[src/rtl/cc_pkg.sv]
// ---------------------------------------------------------------------------
// cc_pkg
// Shared definitions for the direct-mapped read-only cache controller:
// FSM state encoding, address field widths, AXI burst/response codes and
// the IP version value served over APB.
// No ports (package).
// ---------------------------------------------------------------------------
package cc_pkg;

   // Address split: tag = addr[31:15], index = addr[14:6], word = addr[5:3]
   localparam int TAG_W      = 17;
   localparam int IDX_W      = 9;
   localparam int LINE_W     = 512;
   localparam int WORD_W     = 64;
   localparam int LINE_BEATS = 8;

   // Version register contents
   localparam logic [31:0] IP_VER = 32'h0001_2024;

   // AXI encodings used on the memory side and for responses
   localparam logic [1:0] BURST_INCR  = 2'b01;
   localparam logic [1:0] RESP_OKAY   = 2'b00;
   localparam logic [1:0] RESP_SLVERR = 2'b10;
   localparam logic [3:0] MEM_ARLEN   = 4'd7;
   localparam logic [2:0] MEM_ARSIZE  = 3'd3;

   // Controller states, one request in flight at a time
   typedef enum logic [2:0] {
      ST_IDLE,
      ST_LOOKUP,
      ST_COMPARE,
      ST_MEM_AR,
      ST_MEM_R,
      ST_FILL,
      ST_SEND
   } ccState_e;

endpackage

[src/rtl/cache_controller_if.sv]
// ---------------------------------------------------------------------------
// cc_axi_if
// AXI read-only channel bundle (AR + R). Used twice by cache_controller:
// the interconnect side as a slave and the memory side as a master.
// Signals: arid/araddr/arlen/arsize/arburst/arvalid/arready,
//          rid/rdata/rresp/rlast/rvalid/rready.
// ---------------------------------------------------------------------------
interface cc_axi_if;

   logic [3:0]  arid;
   logic [31:0] araddr;
   logic [3:0]  arlen;
   logic [2:0]  arsize;
   logic [1:0]  arburst;
   logic        arvalid;
   logic        arready;

   logic [3:0]  rid;
   logic [63:0] rdata;
   logic [1:0]  rresp;
   logic        rlast;
   logic        rvalid;
   logic        rready;

   // Issuer of read requests
   modport master (
      output arid, araddr, arlen, arsize, arburst, arvalid, rready,
      input  arready, rid, rdata, rresp, rlast, rvalid
   );

   // Responder to read requests
   modport slave (
      input  arid, araddr, arlen, arsize, arburst, arvalid, rready,
      output arready, rid, rdata, rresp, rlast, rvalid
   );

endinterface

[src/rtl/cc_apb_regs.sv]
// ---------------------------------------------------------------------------
// cc_apb_regs
// APB register file of the cache controller: a read-only IP version
// register and, when CC_PERF_CNT_EN is defined, saturating hit/miss counters
// (0x100 hits, 0x104 misses, any write to 0x108 clears both).
// Ports: clk, rst_n, APB request (psel_i, penable_i, paddr_i, pwrite_i,
//        pwdata_i), event strobes hitInc/missInc, read data prdata_o.
// Optional feature macro: CC_PERF_CNT_EN.
// ---------------------------------------------------------------------------
module cc_apb_regs
   import cc_pkg::*;
(
   input  logic        clk,
   input  logic        rst_n,
   input  logic        psel_i,
   input  logic        penable_i,
   input  logic [11:0] paddr_i,
   input  logic        pwrite_i,
   input  logic [31:0] pwdata_i,
   input  logic        hitInc,
   input  logic        missInc,
   output logic [31:0] prdata_o
);

`ifdef CC_PERF_CNT_EN
   logic [31:0] hitCount;
   logic [31:0] missCount;
   logic        clearCounters;
   logic        unusedApb;

   // Write data is irrelevant: the address alone triggers the clear
   assign unusedApb     = ^pwdata_i;
   assign clearCounters = psel_i && penable_i && pwrite_i && (paddr_i == 12'h108);

   // Counters stick at all-ones rather than wrapping; clear wins over increment
   always_ff @(posedge clk or negedge rst_n) begin
      if (!rst_n) begin
         hitCount  <= '0;
         missCount <= '0;
      end else if (clearCounters) begin
         hitCount  <= '0;
         missCount <= '0;
      end else begin
         if (hitInc && (hitCount != 32'hFFFF_FFFF))
            hitCount <= hitCount + 32'd1;
         if (missInc && (missCount != 32'hFFFF_FFFF))
            missCount <= missCount + 32'd1;
      end
   end

   // Zero-wait-state read mux; every other address returns the version
   always_comb begin
      prdata_o = IP_VER;
      case (paddr_i)
         12'h100: prdata_o = hitCount;
         12'h104: prdata_o = missCount;
         default: prdata_o = IP_VER;
      endcase
   end
`else
   logic unusedApb;

   // Without counters the block is a constant; inputs are intentionally idle
   assign unusedApb = ^{clk, rst_n, psel_i, penable_i, paddr_i, pwrite_i,
                        pwdata_i, hitInc, missInc};
   assign prdata_o  = IP_VER;
`endif

endmodule

[src/rtl/cache_controller.sv]
// ---------------------------------------------------------------------------
// cache_controller
// Direct-mapped, read-only cache: 512 sets x 64-byte lines held in an
// external dual-port SRAM ({valid,tag} + 512-bit line per set). Every
// request is answered as an 8-beat, 64-bit, critical-word-first wrapping
// burst. Misses fetch the whole line from memory as one INCR burst.
// Ports: clk, rst_n; APB slave (psel_i..pslverr_o); inct (cc_axi_if.slave);
//        mem (cc_axi_if.master); SRAM read port (rden_o, raddr_o,
//        rdata_tag_i, rdata_data_i); SRAM write port (wren_o, waddr_o,
//        wdata_tag_o, wdata_data_o).
// Optional feature macro: CC_PERF_CNT_EN (APB hit/miss counters).
// ---------------------------------------------------------------------------
module cache_controller
   import cc_pkg::*;
(
   input  logic              clk,
   input  logic              rst_n,
   input  logic              psel_i,
   input  logic              penable_i,
   input  logic [11:0]       paddr_i,
   input  logic              pwrite_i,
   input  logic [31:0]       pwdata_i,
   output logic              pready_o,
   output logic [31:0]       prdata_o,
   output logic              pslverr_o,
   cc_axi_if.slave           inct,
   cc_axi_if.master          mem,
   output logic              rden_o,
   output logic [IDX_W-1:0]  raddr_o,
   input  logic [TAG_W:0]    rdata_tag_i,
   input  logic [LINE_W-1:0] rdata_data_i,
   output logic              wren_o,
   output logic [IDX_W-1:0]  waddr_o,
   output logic [TAG_W:0]    wdata_tag_o,
   output logic [LINE_W-1:0] wdata_data_o
);

   ccState_e          state;
   ccState_e          nextState;
   logic [31:0]       reqAddr;
   logic [3:0]        reqId;
   logic [LINE_W-1:0] lineBuf;
   logic              errFlag;
   logic [2:0]        memBeat;
   logic [2:0]        sendBeat;

   logic [TAG_W-1:0]  reqTag;
   logic [IDX_W-1:0]  reqIdx;
   logic [2:0]        reqWord;
   logic [2:0]        sendWord;
   logic              tagHit;
   logic              unusedSignals;

   assign reqTag   = reqAddr[31:15];
   assign reqIdx   = reqAddr[14:6];
   assign reqWord  = reqAddr[5:3];
   // 3-bit add wraps naturally, giving the critical-word-first order
   assign sendWord = reqWord + sendBeat;
   assign tagHit   = rdata_tag_i[TAG_W] && (rdata_tag_i[TAG_W-1:0] == reqTag);

   // Burst shape on the interconnect side is fixed, so these are don't-cares
   assign unusedSignals = ^{inct.arlen, inct.arsize, inct.arburst, mem.rid,
                            reqAddr[2:0]};

   // APB is zero-wait-state and never errors
   assign pready_o  = 1'b1;
   assign pslverr_o = 1'b0;

   cc_apb_regs uApbRegs (
      .clk       (clk),
      .rst_n     (rst_n),
      .psel_i    (psel_i),
      .penable_i (penable_i),
      .paddr_i   (paddr_i),
      .pwrite_i  (pwrite_i),
      .pwdata_i  (pwdata_i),
      .hitInc    ((state == ST_COMPARE) && tagHit),
      .missInc   ((state == ST_COMPARE) && !tagHit),
      .prdata_o  (prdata_o)
   );

   // State register; reset aborts whatever transaction was in progress
   always_ff @(posedge clk or negedge rst_n) begin
      if (!rst_n) state <= ST_IDLE;
      else        state <= nextState;
   end

   // Datapath: request capture, line buffer loads, beat counters, error flag
   always_ff @(posedge clk or negedge rst_n) begin
      if (!rst_n) begin
         reqAddr  <= '0;
         reqId    <= '0;
         lineBuf  <= '0;
         errFlag  <= 1'b0;
         memBeat  <= '0;
         sendBeat <= '0;
      end else begin
         case (state)
            ST_IDLE: begin
               if (inct.arvalid) begin
                  reqAddr <= inct.araddr;
                  reqId   <= inct.arid;
               end
            end
            ST_COMPARE: begin
               if (tagHit) lineBuf <= rdata_data_i;
            end
            ST_MEM_R: begin
               if (mem.rvalid) begin
                  lineBuf[{memBeat, 6'd0} +: WORD_W] <= mem.rdata;
                  memBeat <= mem.rlast ? 3'd0 : memBeat + 3'd1;
                  if (mem.rresp != RESP_OKAY) errFlag <= 1'b1;
               end
            end
            ST_SEND: begin
               if (inct.rready) begin
                  if (sendBeat == 3'(LINE_BEATS - 1)) begin
                     sendBeat <= '0;
                     errFlag  <= 1'b0;
                  end else begin
                     sendBeat <= sendBeat + 3'd1;
                  end
               end
            end
            default: ;
         endcase
      end
   end

   // Next-state and Moore-style outputs; everything idles at zero by default
   always_comb begin
      nextState     = state;
      inct.arready  = 1'b0;
      inct.rid      = '0;
      inct.rdata    = '0;
      inct.rresp    = RESP_OKAY;
      inct.rlast    = 1'b0;
      inct.rvalid   = 1'b0;
      mem.arid      = '0;
      mem.araddr    = '0;
      mem.arlen     = '0;
      mem.arsize    = '0;
      mem.arburst   = '0;
      mem.arvalid   = 1'b0;
      mem.rready    = 1'b0;
      rden_o        = 1'b0;
      raddr_o       = '0;
      wren_o        = 1'b0;
      waddr_o       = '0;
      wdata_tag_o   = '0;
      wdata_data_o  = '0;
      case (state)
         ST_IDLE: begin
            inct.arready = 1'b1;
            if (inct.arvalid) nextState = ST_LOOKUP;
         end
         ST_LOOKUP: begin
            rden_o    = 1'b1;
            raddr_o   = reqIdx;
            nextState = ST_COMPARE;
         end
         ST_COMPARE: begin
            nextState = tagHit ? ST_SEND : ST_MEM_AR;
         end
         ST_MEM_AR: begin
            mem.arvalid = 1'b1;
            mem.araddr  = {reqAddr[31:6], 6'b0};
            mem.arlen   = MEM_ARLEN;
            mem.arsize  = MEM_ARSIZE;
            mem.arburst = BURST_INCR;
            if (mem.arready) nextState = ST_MEM_R;
         end
         ST_MEM_R: begin
            mem.rready = 1'b1;
            if (mem.rvalid && mem.rlast) nextState = ST_FILL;
         end
         ST_FILL: begin
            // A line fetched with an error is still returned but never cached
            if (!errFlag) begin
               wren_o       = 1'b1;
               waddr_o      = reqIdx;
               wdata_tag_o  = {1'b1, reqTag};
               wdata_data_o = lineBuf;
            end
            nextState = ST_SEND;
         end
         ST_SEND: begin
            inct.rvalid = 1'b1;
            inct.rdata  = lineBuf[{sendWord, 6'd0} +: WORD_W];
            inct.rid    = reqId;
            inct.rresp  = errFlag ? RESP_SLVERR : RESP_OKAY;
            inct.rlast  = (sendBeat == 3'(LINE_BEATS - 1));
            if (inct.rready && inct.rlast) nextState = ST_IDLE;
         end
         default: nextState = ST_IDLE;
      endcase
   end

endmodule

[src/flat_wrapper.sv]
// flat-port wrapper written by rule: the top's interface ports become plain ports
module cache_controller_flat import cc_pkg::*;
  (clk, rst_n, psel_i, penable_i, paddr_i, pwrite_i, pwdata_i, pready_o, prdata_o, pslverr_o, rden_o, raddr_o, rdata_tag_i, rdata_data_i, wren_o, waddr_o, wdata_tag_o, wdata_data_o, inct_arid, inct_araddr, inct_arlen, inct_arsize, inct_arburst, inct_arvalid, inct_rready, inct_arready, inct_rid, inct_rdata, inct_rresp, inct_rlast, inct_rvalid, mem_arid, mem_araddr, mem_arlen, mem_arsize, mem_arburst, mem_arvalid, mem_rready, mem_arready, mem_rid, mem_rdata, mem_rresp, mem_rlast, mem_rvalid);
  cc_axi_if inct_i ();
  cc_axi_if mem_i ();
  input  logic clk;
  input  logic rst_n;
  input  logic psel_i;
  input  logic penable_i;
  input  logic [11:0] paddr_i;
  input  logic pwrite_i;
  input  logic [31:0] pwdata_i;
  output logic pready_o;
  output logic [31:0] prdata_o;
  output logic pslverr_o;
  output logic rden_o;
  output logic [IDX_W-1:0] raddr_o;
  input  logic [TAG_W:0] rdata_tag_i;
  input  logic [LINE_W-1:0] rdata_data_i;
  output logic wren_o;
  output logic [IDX_W-1:0] waddr_o;
  output logic [TAG_W:0] wdata_tag_o;
  output logic [LINE_W-1:0] wdata_data_o;
  input wire logic [$bits(inct_i.arid)-1:0] inct_arid;
  input wire logic [$bits(inct_i.araddr)-1:0] inct_araddr;
  input wire logic [$bits(inct_i.arlen)-1:0] inct_arlen;
  input wire logic [$bits(inct_i.arsize)-1:0] inct_arsize;
  input wire logic [$bits(inct_i.arburst)-1:0] inct_arburst;
  input wire logic [$bits(inct_i.arvalid)-1:0] inct_arvalid;
  input wire logic [$bits(inct_i.rready)-1:0] inct_rready;
  output wire logic [$bits(inct_i.arready)-1:0] inct_arready;
  output wire logic [$bits(inct_i.rid)-1:0] inct_rid;
  output wire logic [$bits(inct_i.rdata)-1:0] inct_rdata;
  output wire logic [$bits(inct_i.rresp)-1:0] inct_rresp;
  output wire logic [$bits(inct_i.rlast)-1:0] inct_rlast;
  output wire logic [$bits(inct_i.rvalid)-1:0] inct_rvalid;
  output wire logic [$bits(mem_i.arid)-1:0] mem_arid;
  output wire logic [$bits(mem_i.araddr)-1:0] mem_araddr;
  output wire logic [$bits(mem_i.arlen)-1:0] mem_arlen;
  output wire logic [$bits(mem_i.arsize)-1:0] mem_arsize;
  output wire logic [$bits(mem_i.arburst)-1:0] mem_arburst;
  output wire logic [$bits(mem_i.arvalid)-1:0] mem_arvalid;
  output wire logic [$bits(mem_i.rready)-1:0] mem_rready;
  input wire logic [$bits(mem_i.arready)-1:0] mem_arready;
  input wire logic [$bits(mem_i.rid)-1:0] mem_rid;
  input wire logic [$bits(mem_i.rdata)-1:0] mem_rdata;
  input wire logic [$bits(mem_i.rresp)-1:0] mem_rresp;
  input wire logic [$bits(mem_i.rlast)-1:0] mem_rlast;
  input wire logic [$bits(mem_i.rvalid)-1:0] mem_rvalid;
  assign inct_i.arid = inct_arid;
  assign inct_i.araddr = inct_araddr;
  assign inct_i.arlen = inct_arlen;
  assign inct_i.arsize = inct_arsize;
  assign inct_i.arburst = inct_arburst;
  assign inct_i.arvalid = inct_arvalid;
  assign inct_i.rready = inct_rready;
  assign inct_arready = inct_i.arready;
  assign inct_rid = inct_i.rid;
  assign inct_rdata = inct_i.rdata;
  assign inct_rresp = inct_i.rresp;
  assign inct_rlast = inct_i.rlast;
  assign inct_rvalid = inct_i.rvalid;
  assign mem_arid = mem_i.arid;
  assign mem_araddr = mem_i.araddr;
  assign mem_arlen = mem_i.arlen;
  assign mem_arsize = mem_i.arsize;
  assign mem_arburst = mem_i.arburst;
  assign mem_arvalid = mem_i.arvalid;
  assign mem_rready = mem_i.rready;
  assign mem_i.arready = mem_arready;
  assign mem_i.rid = mem_rid;
  assign mem_i.rdata = mem_rdata;
  assign mem_i.rresp = mem_rresp;
  assign mem_i.rlast = mem_rlast;
  assign mem_i.rvalid = mem_rvalid;
  cache_controller u_core (.clk(clk), .rst_n(rst_n), .psel_i(psel_i), .penable_i(penable_i), .paddr_i(paddr_i), .pwrite_i(pwrite_i), .pwdata_i(pwdata_i), .pready_o(pready_o), .prdata_o(prdata_o), .pslverr_o(pslverr_o), .inct(inct_i), .mem(mem_i), .rden_o(rden_o), .raddr_o(raddr_o), .rdata_tag_i(rdata_tag_i), .rdata_data_i(rdata_data_i), .wren_o(wren_o), .waddr_o(waddr_o), .wdata_tag_o(wdata_tag_o), .wdata_data_o(wdata_data_o));
endmodule
[config.mk]
export PLATFORM = sky130hd
export DESIGN_NAME = cache_controller_flat
export DESIGN_NICKNAME = d
export VERILOG_FILES = /design/src/rtl/cc_pkg.sv /design/src/rtl/cache_controller_if.sv /design/src/rtl/cc_apb_regs.sv /design/src/rtl/cache_controller.sv /design/src/flat_wrapper.sv
export SDC_FILE = /design/constraint.sdc
export NUM_CORES = 1
export LEC_CHECK = 0
export BUFFER_PORTS_ARGS = -buffer_cell sky130_fd_sc_hd__buf_2
export CAP_MARGIN = 20
export CORE_AREA = 4 4 552 554
export CTS_CLUSTER_SIZE = 20
export DETAILED_ROUTE_END_ITERATION = 10
export DIE_AREA = 0 0 556 558
export PLACE_DENSITY_LB_ADDON = 0.12
export SYNTH_ARGS = -nofsm -noshare
export SYNTH_HDL_FRONTEND = slang
export SYNTH_HIERARCHICAL = 1
export SYNTH_SLANG_ARGS = --single-unit
export TNS_END_PERCENT = 20
[constraint.sdc]
create_clock -name clk -period 5.4 [get_ports clk]
set_input_delay 0.27 -clock clk [delete_from_list [all_inputs] [get_ports clk]]
set_output_delay 0.27 -clock clk [all_outputs]
set_load 0.1 [all_outputs]
Word-level counts from Yosys, hierarchy flattened
Cells that the tools add are included.
{"block": "totals", "mem_bits_ro": 0, "mem_count": 0, "latchBits": 0, "input_bits": 699, "out_inout_bits": 704, "elab_cells": 84, "register_bits": 558, "ram_bits": 0}
{"block": "classes", "reduce_logical": 13, "mux": 40, "eq_ne": 17, "bitwise": 0, "n_div": 0, "order_cmp": 0, "mul": 0, "add_sub_neg": 4, "shift": 3}
{"cell": "two-way mux 512 bit", "count": 4}
{"cell": "case mux 512 bit (2 select lines)", "count": 1}
{"cell": "bitwise mux 512 bit", "count": 1}
{"cell": "variable shift 64 x 11 -> 512 bit, first input constant", "count": 1}
{"cell": "indexed part select 512 x 10 -> 64 bit", "count": 1}
{"cell": "indexed part select 64 x 11 -> 512 bit", "count": 1}
{"cell": "two-way mux 64 bit", "count": 1}
{"cell": "two-way mux 18 bit", "count": 2}
{"cell": "two-way mux 32 bit", "count": 1}
{"cell": "two-way mux 9 bit", "count": 3}
{"cell": "two-way mux 3 bit", "count": 8}
{"cell": "case mux 3 bit (7 select lines)", "count": 1}
{"cell": "== test 17 bit", "count": 1}
{"cell": "two-way mux 1 bit", "count": 13}
{"cell": "== test 3 bit, second input constant", "count": 4}
{"cell": "negator 9 -> 11 bit", "count": 1}
{"cell": "!= test 2 x 1 -> 1 bit, second input constant", "count": 5}
{"cell": "!= test 2 bit, second input constant", "count": 4}
{"cell": "adder 3 x 1 -> 3 bit, second input constant", "count": 2}
{"cell": "== test 3 x 2 -> 1 bit, second input constant", "count": 2}
{"cell": "two-way mux 2 bit", "count": 3}
{"cell": "AND reduction 2 bit", "count": 3}
{"cell": "nonzero test 2 bit", "count": 3}
{"cell": "AND reduction 5 bit", "count": 1}
{"cell": "8 further kinds", "count": 10}

Depth between registers and ports, before layout
Gate-level depths: netlist of the first run.
{"block": "logic_depth", "word_depth": 5, "ltp_mapped": 12, "ltp_nobuf": 8}

Hierarchy
The synthesis of the first run kept the hierarchy.
{"mod": "cache_controller", "seq_area_each_um2": 13888.3, "area_each_um2": 34390.5, "instances": 1, "cells_each": 3027}
{"mod": "cc_apb_regs", "seq_area_each_um2": 0.0, "area_each_um2": 247.7, "instances": 1, "cells_each": 34}

Worst setup path before layout of the first run
No wires, ideal clock.
{"block": "synth_timing", "kind": "register -> output", "startpoint": "register u_core.state[2]", "endpoint": "output port raddr_o[0]", "setup_slack_ps": 1031, "arrival_time_ps": 4099, "t_required_ps": 5130, "n_path_buf": 1, "stages_incl_launch_ff": 4, "path_cell_list": "dfrtp_1 > clkbuf_1 > nor3b_1 > and2_1"}
{"block": "synth_between", "elab_chain_len": 2}
{"element": "start, declared", "line": "cache_controller.sv:38", "source": "ccState_e state;"}
{"element": "start signal, assigned", "line": "cache_controller.sv:85", "source": "else state <= nextState;"}
{"element": "== test 3 x 1 -> 1 bit", "line": "cache_controller.sv:152", "source": "case (state)"}
{"element": "two-way mux 9 bit", "line": "cache_controller.sv:152"}
{"element": "end, declared", "line": "flat_wrapper.sv:17", "source": "output logic [IDX_W-1:0] raddr_o;"}
No other way between the ends.

Worst setup path in the final report of the first run
{"block": "layout_timing", "startpoint": "register u_core.sendBeat[0]", "endpoint": "output port inct_rdata[23]"}
{"block": "layout_between", "elab_chain_len": 3}
{"element": "start, declared", "line": "cache_controller.sv:45", "source": "logic [2:0] sendBeat;"}
{"element": "start signal, assigned", "line": "cache_controller.sv:121", "source": "sendBeat <= sendBeat + 3'd1;"}
{"element": "adder 3 bit", "line": "cache_controller.sv:58", "source": "assign sendWord = reqWord + sendBeat;"}
{"element": "indexed part select 512 x 10 -> 64 bit", "line": "cache_controller.sv:189", "source": "inct.rdata = lineBuf[{sendWord, 6'd0} +: WORD_W];"}
{"element": "two-way mux 64 bit", "line": "cache_controller.sv:152"}
{"element": "end, declared", "line": "flat_wrapper.sv:33", "source": "output wire logic [$bits(inct_i.rdata)-1:0] inct_rdata;"}
No other way between the ends.

==> qor.yml, run 1 <==
run_status:
  outcome: "complete, no violations"
critical_path:
  path_cells: "ha_4, fa_4, buf_12, mux4_2, nand2_1, a21oi_1, buf_2"
  worstSetupEndpointType: "output pin"
  start_kind: "register"
  worst_path_dominant_cell_family: "adder cells"
  worst-setup-path-type: "reg2out"
  required_ns: 5.13
  path_max_fanout: 31
  slowest_stage: "fa_4"
  path_buf_inv: 2
  critical-path-max-stage-delay_ns: 1.28
  cp.arrival_ns: 4.47
cts:
  cts_tree: "yes"
  cts.sinks: 555
  cts_buffers: 91
  clockRootBuffer: "clkbuf_16"
  cts_max_level: 3
  cts.path.max_buffers: 4
  clk_pin_slew_ns: 0.06
  insertion_delay_ns: 0.79
drt:
  ant_nets: 0
  num_vias: 35583
  drc: 0
  via_per_inst: 3.88
  drt_iter0_drc: 2013
  wl_per_cell_um: 30.6
  drt_first_pass_iters: 5
  wl_um: 281000
die:
  core.rowCount: 201
  die_area_mm2: 0.310
  die_w_um: 556
  initial_core_util_pct: 11.6
  die_y_um: 558
  core_area_mm2: 0.300
  ioPinCount: 1403
timing:
  fin_crit_ns: 4.74
  fin_skew_ns: 0.0505
  timing.fmax_mhz: 211
  holdWs_ns: 0.0563
  hold_violations: 0
  tns_ns: 0
  finalMaxSlewViolations: 0
  post-route-period-util_pct: 87.8
  tightest_slew_ns: 1.19
  slew_headroom_pct: 20.8
  rsz0062_at_grt: "false"
  setup_violations: 0
power_and_ir_drop:
  max-vdd-ir-drop_v: 0.000516
  p_leak_nw: 26.7
  power.density_mw_per_mm2: 580
logic_synthesis:
  syn_area_mm2: 0.0346
  ys.warnings.count: 6
  synthCells: 3060
  synth.avg_cell_area_um2: 11.3
grt:
  grt_antenna_before_repair: 60
  grt_pass1_wl_um: 369000
  grt_pass1_vias: 38347
  overflow: 0
  grt_max_degree: 149
  grtUsageTotal_pct: 17.4
cells_and_area:
  drive_gt1_share_pct: 39.3
  final_nets: 5838
  layout_commonest_cell: "buf_2"
  nFillCells: 33434
  syn_to_final_growth_pct: 68.3
  final_cell_mix: "1290 x buf_2, 944 x dlygate4sd3_1, 578 x and2_1"
  post-route-cell-area_mm2: 0.0583
placed_design:
  gp_congestion: 0.820
  place.detailed.hpwl_um: 208000
  port_buffers: 1291
  dpl-instance-area_mm2: 0.0457
hold_path:
  min_path_type: "in2reg"
job:
  maxCapViolCount: 0
[per-stage QoR]
step	instances	power (W)	util, %	setup WS [ns]
2_1_floorplan	3104	0.0191	-	1.03
3_3_place_gp	8046	0.0267	15.2	1.08
3_5_place_dp	8050	0.0267	15.3	1.08
4_1_cts	9154	0.0346	19.4	0.405
5_1_grt	9165	0.0356	19.4	0.481
6_report	9177	0.0338	19.5	0.657
[final timing paths]
path | start | endpoint | slack, ns | depth (start not counted)
setup / recovery | u_core/sendBeat[0] | inct_rdata[23] | 0.66 | 7
hold / removal | mem_rdata[27] | u_core/lineBuf[475] | 0.06 | 3
setup reg to reg | u_core/memBeat[0] | u_core/lineBuf[294] | 1.24 | 9
hold reg to reg | u_core/lineBuf[306] | u_core/lineBuf[306] | 0.50 | 1
max in group asynchronous | rst_n | u_core/lineBuf[487] | 3.76 | 3
min in group asynchronous | rst_n | u_core/lineBuf[124] | 0.07 | 2
[routing by layer]
| layer | track usage, % | up-vias | wire, µm |
|---|---|---|---|
| li1 | - | 15345 | - |
| met1 | 21.7 | 18449 | 119000 |
| met2 | 29.5 | 1481 | 133000 |
| met3 | 4.45 | 294 | 20000 |
| met4 | 5.11 | 14 | 8560 |
| met5 | 0 | - | 66 |
[what timing repair did]
action,in CTS,in global routing
gates resized for setup,0,0
hold endpoints to repair,607,0
hold buffers,944,0
buffers inserted,0,0
[tightest hold or removal path, delay by kind of cell]
| family | cells | cell delay, ns |
|---|---|---|
| buffers and inverters | 1 | 0.24 |
| AOI/OAI and AO/OA | 1 | 0.16 |
| muxes | 1 | 0.13 |
[power breakdown]
group          internal (W)  switching (W)  total [W]  leakage [nW]
Clock               0.00386        0.00244    0.00630          1.49
Sequential          0.00615        0.00238    0.00853          6.86
Combinational       0.00772         0.0112     0.0189          18.4
Total                0.0177         0.0160     0.0338          26.7
[registers in the layout, summed over array words and instances (netlist names)]
register / count
u_core/lineBuf: 512
u_core/sendBeat: 3
u_core/memBeat: 3
u_core/reqAddr: 29
u_core/reqId: 4
u_core/state: 3
u_core/errFlag: 1
[area by class of cell]
| cell class | count | area [µm²] | area share [%] |
|---|---|---|---|
| flip-flops and latches | 555 | 13900 | 23.8 |
| clock inverters | 20 | 380 | 0.653 |
| diodes | 23 | 57.6 | 0.0988 |
| repair buffers | 2341 | 17200 | 29.6 |
| multi-input cells | 2129 | 19000 | 32.7 |
| well taps | 3958 | 4950 | 8.50 |
| clock buffers | 140 | 2670 | 4.58 |
| inverters | 11 | 41.3 | 0.0708 |
Power figures use the tool's default switching activity.
==> run 2: changes to the inputs <==
--- a/config.mk
+++ b/config.mk
@@ -7,13 +7,12 @@
 export LEC_CHECK = 0
 export BUFFER_PORTS_ARGS = -buffer_cell sky130_fd_sc_hd__buf_2
 export CAP_MARGIN = 20
-export CORE_AREA = 4 4 552 554
+export CORE_AREA = 4 4 537 539
 export CTS_CLUSTER_SIZE = 20
 export DETAILED_ROUTE_END_ITERATION = 10
-export DIE_AREA = 0 0 556 558
+export DIE_AREA = 0 0 541 543
 export PLACE_DENSITY_LB_ADDON = 0.12
 export SYNTH_ARGS = -nofsm -noshare
 export SYNTH_HDL_FRONTEND = slang
-export SYNTH_HIERARCHICAL = 1
 export SYNTH_SLANG_ARGS = --single-unit
 export TNS_END_PERCENT = 20
==> run 2 against run 1 <==
Effect of this change: worst setup slack better by 0.25 ns; first-iteration DRC count rose by 19%; via count increased by 0.15%; global-route usage is 0.47 points higher; combinational power down 19%; design area is 7.9% lower.
==> qor.yml, run 2 <==
logic_synthesis:
  ys.flop_type: "dfrtp_1"
  synth.avg_cell_area_um2: 10.7  # -5.8%
  synth_cell_types: 48
  syn_area_mm2: 0.0341  # -1.4%
  synth.largest_area_cell: "dfrtp_1"
  seq_area_frac_synth_pct: 40.7
  synthCells: 3200  # +4.6%
  yosysMostFrequentCell: "and2_1"
  yosys-top-cells-count: "582 x and2_1, 555 x dfrtp_1, 278 x mux2_2"
  ys.warnings.count: 0  # -6
  synth_top_area_share_pct: 40.7
  postSynth.asyncResetShare_pct: 100
  ys_seq_elements: 555
  synthTopCellsByArea: "dfrtp_1 41%, and2_1 11%, mux2_2 9.2%"
  synth_edf_count: 0
critical_path:
  start_kind: "register"
  cp.arrival_ns: 4.22  # -0.25 ns
  worst-setup-path-type: "reg2out"
  worstSetupEndpointType: "output pin"
  required_ns: 5.13  # about the same
  reg2regPathDepth: 9  # unchanged
  path_max_fanout: 26  # -16%
power_and_ir_drop:
  p_leak_nw: 24.4  # -8.6%
  switching_share_pct: 48.1  # +0.58 points
  power_frac_seq_pct: 27.6  # +2.3 points
  combPwrFrac_pct: 52.4  # -3.7 points
  p_switching_w: 0.0140  # -13%
  power_frac_clock_pct: 20.0  # +1.4 points
  power.density_mw_per_mm2: 543  # -6.3%
  max-vdd-ir-drop_v: 0.000598  # +16%
  intPower_w: 0.0151  # -15%
drt:
  drc: 0  # unchanged
  num_vias: 35637  # +0.15%
  wl_per_cell_um: 31.2  # +2.1%
  drt_first_pass_iters: 5  # unchanged
  ant_nets: 0  # unchanged
  drt_iter0_drc: 2405  # +19%
  via_per_inst: 4.06  # +4.8%
  wl_um: 274000  # -2.4%
cts:
  cts_buffers: 87  # -4.4%
  cts_resized: 0  # unchanged
  cts.path.max_buffers: 3  # -1
  clk_pin_slew_ns: 0.05  # about the same
  cts_tree: "yes"
  hold_buffers: 612  # -35%
  cts_max_level: 3  # unchanged
  insertion_delay_ns: 0.70  # -0.09 ns
  cts.sinks: 555  # unchanged
  clockRootBuffer: "clkbuf_16"
  postCtsSetupBuffers: 0  # unchanged
timing:
  hold_violations: 0  # unchanged
  finalMaxSlewViolations: 0  # unchanged
  tns_ns: 0  # unchanged
  fin_skew_ns: 0.0447  # -0.00580 ns
  timing.fmax_mhz: 223  # +5.6%
  setup_violations: 0  # unchanged
  fin_crit_ns: 4.49  # -0.253 ns
  rsz0062_at_grt: "false"
  post-route-period-util_pct: 83.1  # -4.7 points
  tightest_slew_ns: 1.24  # +0.0550 ns
  slew_headroom_pct: 17.2  # -3.7 points
grt:
  grtUsageTotal_pct: 17.9  # +0.47 points
  grt_max_degree: 142  # -4.7%
  grt_pass1_wl_um: 363000  # -1.9%
  grt_pass1_vias: 37564  # -2.0%
  busiest_layer: "met2"
  gr-usage-met2_pct: 28.5  # -0.98 points
  grt_util_met1_pct: 23.8  # +2.1 points
  grt_antenna_before_repair: 65  # +8.3%
  overflow: 0  # unchanged
  met3_usage_pct: 4.72  # +0.27 points
placed_design:
  gp_congestion: 0.820  # about the same
  port_buffers: 1291  # unchanged
  dpl-instance-area_mm2: 0.0447  # -2.3%
  place.detailed.hpwl_um: 203000  # -2.3%
die:
  core.rowCount: 196  # -2.5%
  die_y_um: 543  # -2.7%
  core_area_mm2: 0.284  # -5.2%
  die_w_um: 541  # -2.7%
  initial_core_util_pct: 12.0  # +0.46 points
  ioPinCount: 1403  # unchanged
  die_area_mm2: 0.294  # -5.3%
cells_and_area:
  syn_to_final_growth_pct: 57.2
  largest_reg_flops: 512  # unchanged
  drive_gt1_share_pct: 39.3  # about the same
  post-route-cell-area_mm2: 0.0537  # -7.9%
  final_cell_mix: "1290 x buf_2, 612 x dlygate4sd3_1, 581 x and2_1"
  final_nets: 5611  # -3.9%
  top_register: "u_core.lineBuf"
  multi_input_area_mm2: 0.0184  # -3.2%
  layout_commonest_cell: "buf_2"
  nFillCells: 31897  # -4.6%
  top_regs: "u_core.lineBuf x512, u_core.reqAddr x29, u_core.reqId x4"
  regArea_mm2: 0.0139  # unchanged
hold_path:
  min_path_type: "in2reg"
  holdPathStages: 3  # unchanged
job:
  maxCapViolCount: 0  # unchanged
run_status:
  outcome: "complete, no violations"
run 2: cell count changes in the layout (fill, tap and decap cells not counted), moves of 8 or more:
cell,change
a21oi_1,+60
a22o_1,-127
a22oi_1,+65
clkbuf_1,-8
diode_2,+20
dlygate4sd3_1,-332
mux2_1,-41
mux2_2,+37
mux2_4,-119
nor2_1,+63
o21ai_0,+62
o2bb2ai_1,+62
or3_1,+63
xnor2_1,+8
run 2: metal layers:
| layer | routed length [µm] | part of all wire, % |
|---|---|---|
| met5 | 103 | 0.038 |
| met4 | 7210 | 2.6 |
| met3 | 19600 | 7.2 |
| met2 | 125000 | 45 |
| met1 | 123000 | 45 |
run 2: final timing paths:
kind	startpoint	slack [ns]	endpoint
max reg2reg	u_core.state[0]	1.23	u_core.lineBuf[473]
min reg2reg	u_core.lineBuf[383]	0.50	u_core.lineBuf[383]
max	u_core.sendBeat[0]	0.91	inct_rdata[10]
max in group asynchronous	rst_n	3.54	u_core.lineBuf[241]
min in group asynchronous	rst_n	0.27	u_core.lineBuf[471]
min	rdata_data_i[459]	0.07	u_core.lineBuf[459]
run 2: stage by stage:
stage	instances	setup slack, ns	hold WS (ns)	util (%)	total power (W)
after floorplan	3246	1.52	-0.0256	-	0.0166
after global placement	7966	1.50	0.441	15.7	0.0230
after detailed placement	7966	1.55	0.444	15.7	0.0231
after CTS	8727	0.783	0.000138	18.9	0.0297
after global routing	8746	0.707	0.0189	18.9	0.0306
final	8770	0.910	0.0682	18.9	0.0291
run 2: cells by family (layout without fill, tap and decap cells):
| group | count (synthesis) | count (layout) | synth area share [%] |
|---|---|---|---|
| AOI/OAI and AO/OA | 855 | 855 | 19.0 |
| xor gates and xnor gates | 20 | 20 | 0.513 |
| adders and majority gates | 7 | 7 | 0.279 |
| buffers and inverters | 435 | 2154 | 6.44 |
| DFF | 555 | 555 | 40.7 |
| muxes | 418 | 418 | 18.0 |
| other | 2 | 91 | 0.0220 |
| and+or+nand+nor | 908 | 908 | 15.0 |
run 2: critical path: stages, from the launching register on:
cell and delay (ns):
dfrtp_1 0.44, ha_4 0.19, fa_4 1.13, buf_12 0.30
buf_4 0.30, mux4_2 0.22, nand2_1 0.11, a21oi_1 0.22
buf_2 0.47
run 2: final cells by class:
cell class / count / share of cell area, %
Clock inverter: 22 / 0.417
Inverter: 7 / 0.0536
Tap cell: 3762 / 8.77
Multi-Input combinational cell: 2256 / 34.3
Timing Repair Buffer: 1998 / 25.6
Clock buffer: 127 / 4.73
Antenna cell: 43 / 0.201
Sequential cell: 555 / 25.9
run 2: power groups by stage:
stage          clock network [W]  logic (W)  registers [W]
6_report                 0.00582     0.0153        0.00803
4_1_cts                  0.00608     0.0156        0.00804
5_1_grt                  0.00618     0.0162        0.00826
3_3_place_gp                   0     0.0150        0.00806
2_1_floorplan                  0    0.00984        0.00679
3_5_place_dp                   0     0.0150        0.00809
==> run 3: changes to the inputs <==
==> constraint.sdc (replaced) <==
create_clock -name clk -period 4.6 [get_ports clk]
set_input_delay 0.23 -clock clk [delete_from_list [all_inputs] [get_ports clk]]
set_output_delay 0.23 -clock clk [all_outputs]
set_load 0.1 [all_outputs]
==> run 3 against run 2 <==
Effect of this change: combinational power grew 18%; die area unchanged; sequential cell count unchanged; utilization grew 0.59 points; clock skew down 0.012 ns; critical endpoint is now inct_rdata[26]; largest cell class unchanged; highest routed layer unchanged.
==> qor.yml, run 3 (synthesized netlist as in run 2, its figures left out) <==
die:
  initial_core_util_pct: 12.0  # unchanged
  die_area_mm2: 0.294  # unchanged
  ioPinCount: 1403  # unchanged
  die_y_um: 543  # unchanged
  core.rowCount: 196  # unchanged
  die_w_um: 541  # unchanged
  core_area_mm2: 0.284  # unchanged
grt:
  grt_pass1_vias: 38025  # +1.2%
  grtUsageTotal_pct: 17.7  # -0.21 points
  grt_antenna_before_repair: 69  # +6.2%
  overflow: 0  # unchanged
  grt_pass1_wl_um: 360000  # -0.56%
  grt_max_degree: 122  # -14%
cts:
  clk_pin_slew_ns: 0.06  # about the same
  cts_tree: "yes"
  cts_resized: 0  # unchanged
  cts.path.max_buffers: 3  # unchanged
  cts_buffers: 87  # unchanged
  postCtsSetupBuffers: 0  # unchanged
  insertion_delay_ns: 0.72  # +0.02 ns
  clockRootBuffer: "clkbuf_16"
  cts_max_level: 3  # unchanged
  hold_buffers: 767  # +25%
  cts.sinks: 555  # unchanged
cells_and_area:
  layout_commonest_cell: "buf_2"
  top_regs: "u_core.lineBuf x512, u_core.reqAddr x29, u_core.reqId x4"
  top_register: "u_core.lineBuf"
  final_nets: 5768  # +2.8%
  largest_reg_flops: 512  # unchanged
  final_util_pct: 19.5  # +0.59 points
  syn_to_final_growth_pct: 62.2
  final_cell_mix: "1288 x buf_2, 767 x dlygate4sd3_1, 581 x and2_1"
  drive_gt1_share_pct: 38.1  # -1.2 points
job:
  maxCapViolCount: 0  # unchanged
drt:
  via_per_inst: 4.06  # -0.18%
  ant_nets: 0  # unchanged
  drt_first_pass_iters: 5  # unchanged
  num_vias: 36189  # +1.5%
  drt_iter0_drc: 2283  # -5.1%
  wl_um: 271000  # -1.2%
  wl_per_cell_um: 30.4  # -2.9%
  drc: 0  # unchanged
timing:
  finalMaxSlewViolations: 0  # unchanged
  setup_violations: 0  # unchanged
  hold_violations: 0  # unchanged
  fin_crit_ns: 4.23
  tns_ns: 0  # unchanged
  timing.fmax_mhz: 236
  tightest_slew_ns: 0.980  # -0.263 ns
  rsz0062_at_grt: "false"
  fin_skew_ns: 0.0324  # -0.0123 ns
  slew_headroom_pct: 34.7  # +18 points
  post-route-period-util_pct: 92.1
  setup_ws_ns: 0.366  # -0.545 ns
critical_path:
  required_ns: 4.37  # -0.76 ns
  cp.arrival_ns: 4.00  # -0.22 ns
  worst-setup-path-type: "reg2out"
  worstSetupEndpointType: "output pin"
  reg2regPathDepth: 10  # +1
  ff2ff_setup_slack_ns: 0.91  # -0.32 ns
  path_max_fanout: 33  # +27%
  start_kind: "register"
placed_design:
  place.detailed.hpwl_um: 204000  # +0.65%
  gp_congestion: 0.812  # -1.0%
  port_buffers: 1291  # unchanged
  dp_slack_ns: 1.01  # -0.544 ns
power_and_ir_drop:
  max-vdd-ir-drop_v: 0.00107  # +79%
  power.density_mw_per_mm2: 621  # +14%
  p_leak_nw: 25.1  # +2.9%
run_status:
  outcome: "complete, no violations"
hold_path:
  min_path_type: "in2reg"
  holdPathStages: 3  # unchanged
run 3: cell types whose count changed in the layout (fill, tap and decap cells not counted), moves of 2 or more:
cell and change:
buf_2 -2, inv_6 -3, clkbuf_1 +2, buf_4 -2
inv_16 +2, clkinvlp_4 -2, buf_12 +5, clkbuf_8 +4
diode_2 -8, dlygate4sd3_1 +155
run 3: final timing paths:
kind,startpoint,end
max in group asynchronous,rst_n,u_core.lineBuf[48]
hold / removal,mem_rdata[43],u_core.lineBuf[299]
hold reg to reg,u_core.lineBuf[300],u_core.lineBuf[300]
setup reg to reg,u_core.memBeat[0],u_core.lineBuf[176]
setup / recovery,u_core.sendBeat[0],inct_rdata[26]
min in group asynchronous,rst_n,u_core.lineBuf[82]
run 3: final cells by class:
class,instances,area (µm²)
Fill cell,31831,229000
Multi-Input combinational cell,2256,18400
Timing Repair Buffer,2155,15400
Sequential cell,555,13900
Tap cell,3762,4710
Clock buffer,134,2630
Clock inverter,18,204
Antenna cell,35,87.6
Inverter,7,28.8
run 3: worst max-delay path, stage by stage, from the launching register on:
cell and delay [ns]:
dfrtp_1 0.44, ha_4 0.19, fa_4 0.42, xnor2_1 0.49, xnor2_2 0.20, buf_4 0.54
nand2_1 0.14, a21oi_1 0.21, buf_2 0.47
run 3: power breakdown:
| part | switching (W) | internal, W | leakage [nW] | total, W |
|---|---|---|---|---|
| registers | 0.00251 | 0.00697 | 7.19 | 0.00947 |
| clock network | 0.00291 | 0.00403 | 1.40 | 0.00694 |
| logic | 0.0110 | 0.00699 | 16.5 | 0.0180 |
| total | 0.0164 | 0.0180 | 25.1 | 0.0344 |
run 3: layer usage:
layer	global-route usage, %	wire, µm
met4	4.25	7300
met3	4.53	19700
met5	0	115
met1	23.5	120000
met2	28.4	123000
run 3: metrics by stage:
stage / hold WS (ns) / std cells / power, W / instance area (µm²)
after floorplan: -0.0656 / 3246 / 0.0195 / 34300
after global placement: 0.378 / 7967 / 0.0267 / 44700
after detailed placement: 0.379 / 7967 / 0.0267 / 44700
after CTS: 0.0000750 / 8886 / 0.0350 / 55200
after global routing: 0.0173 / 8906 / 0.0361 / 55300
final: 0.0677 / 8922 / 0.0344 / 55400
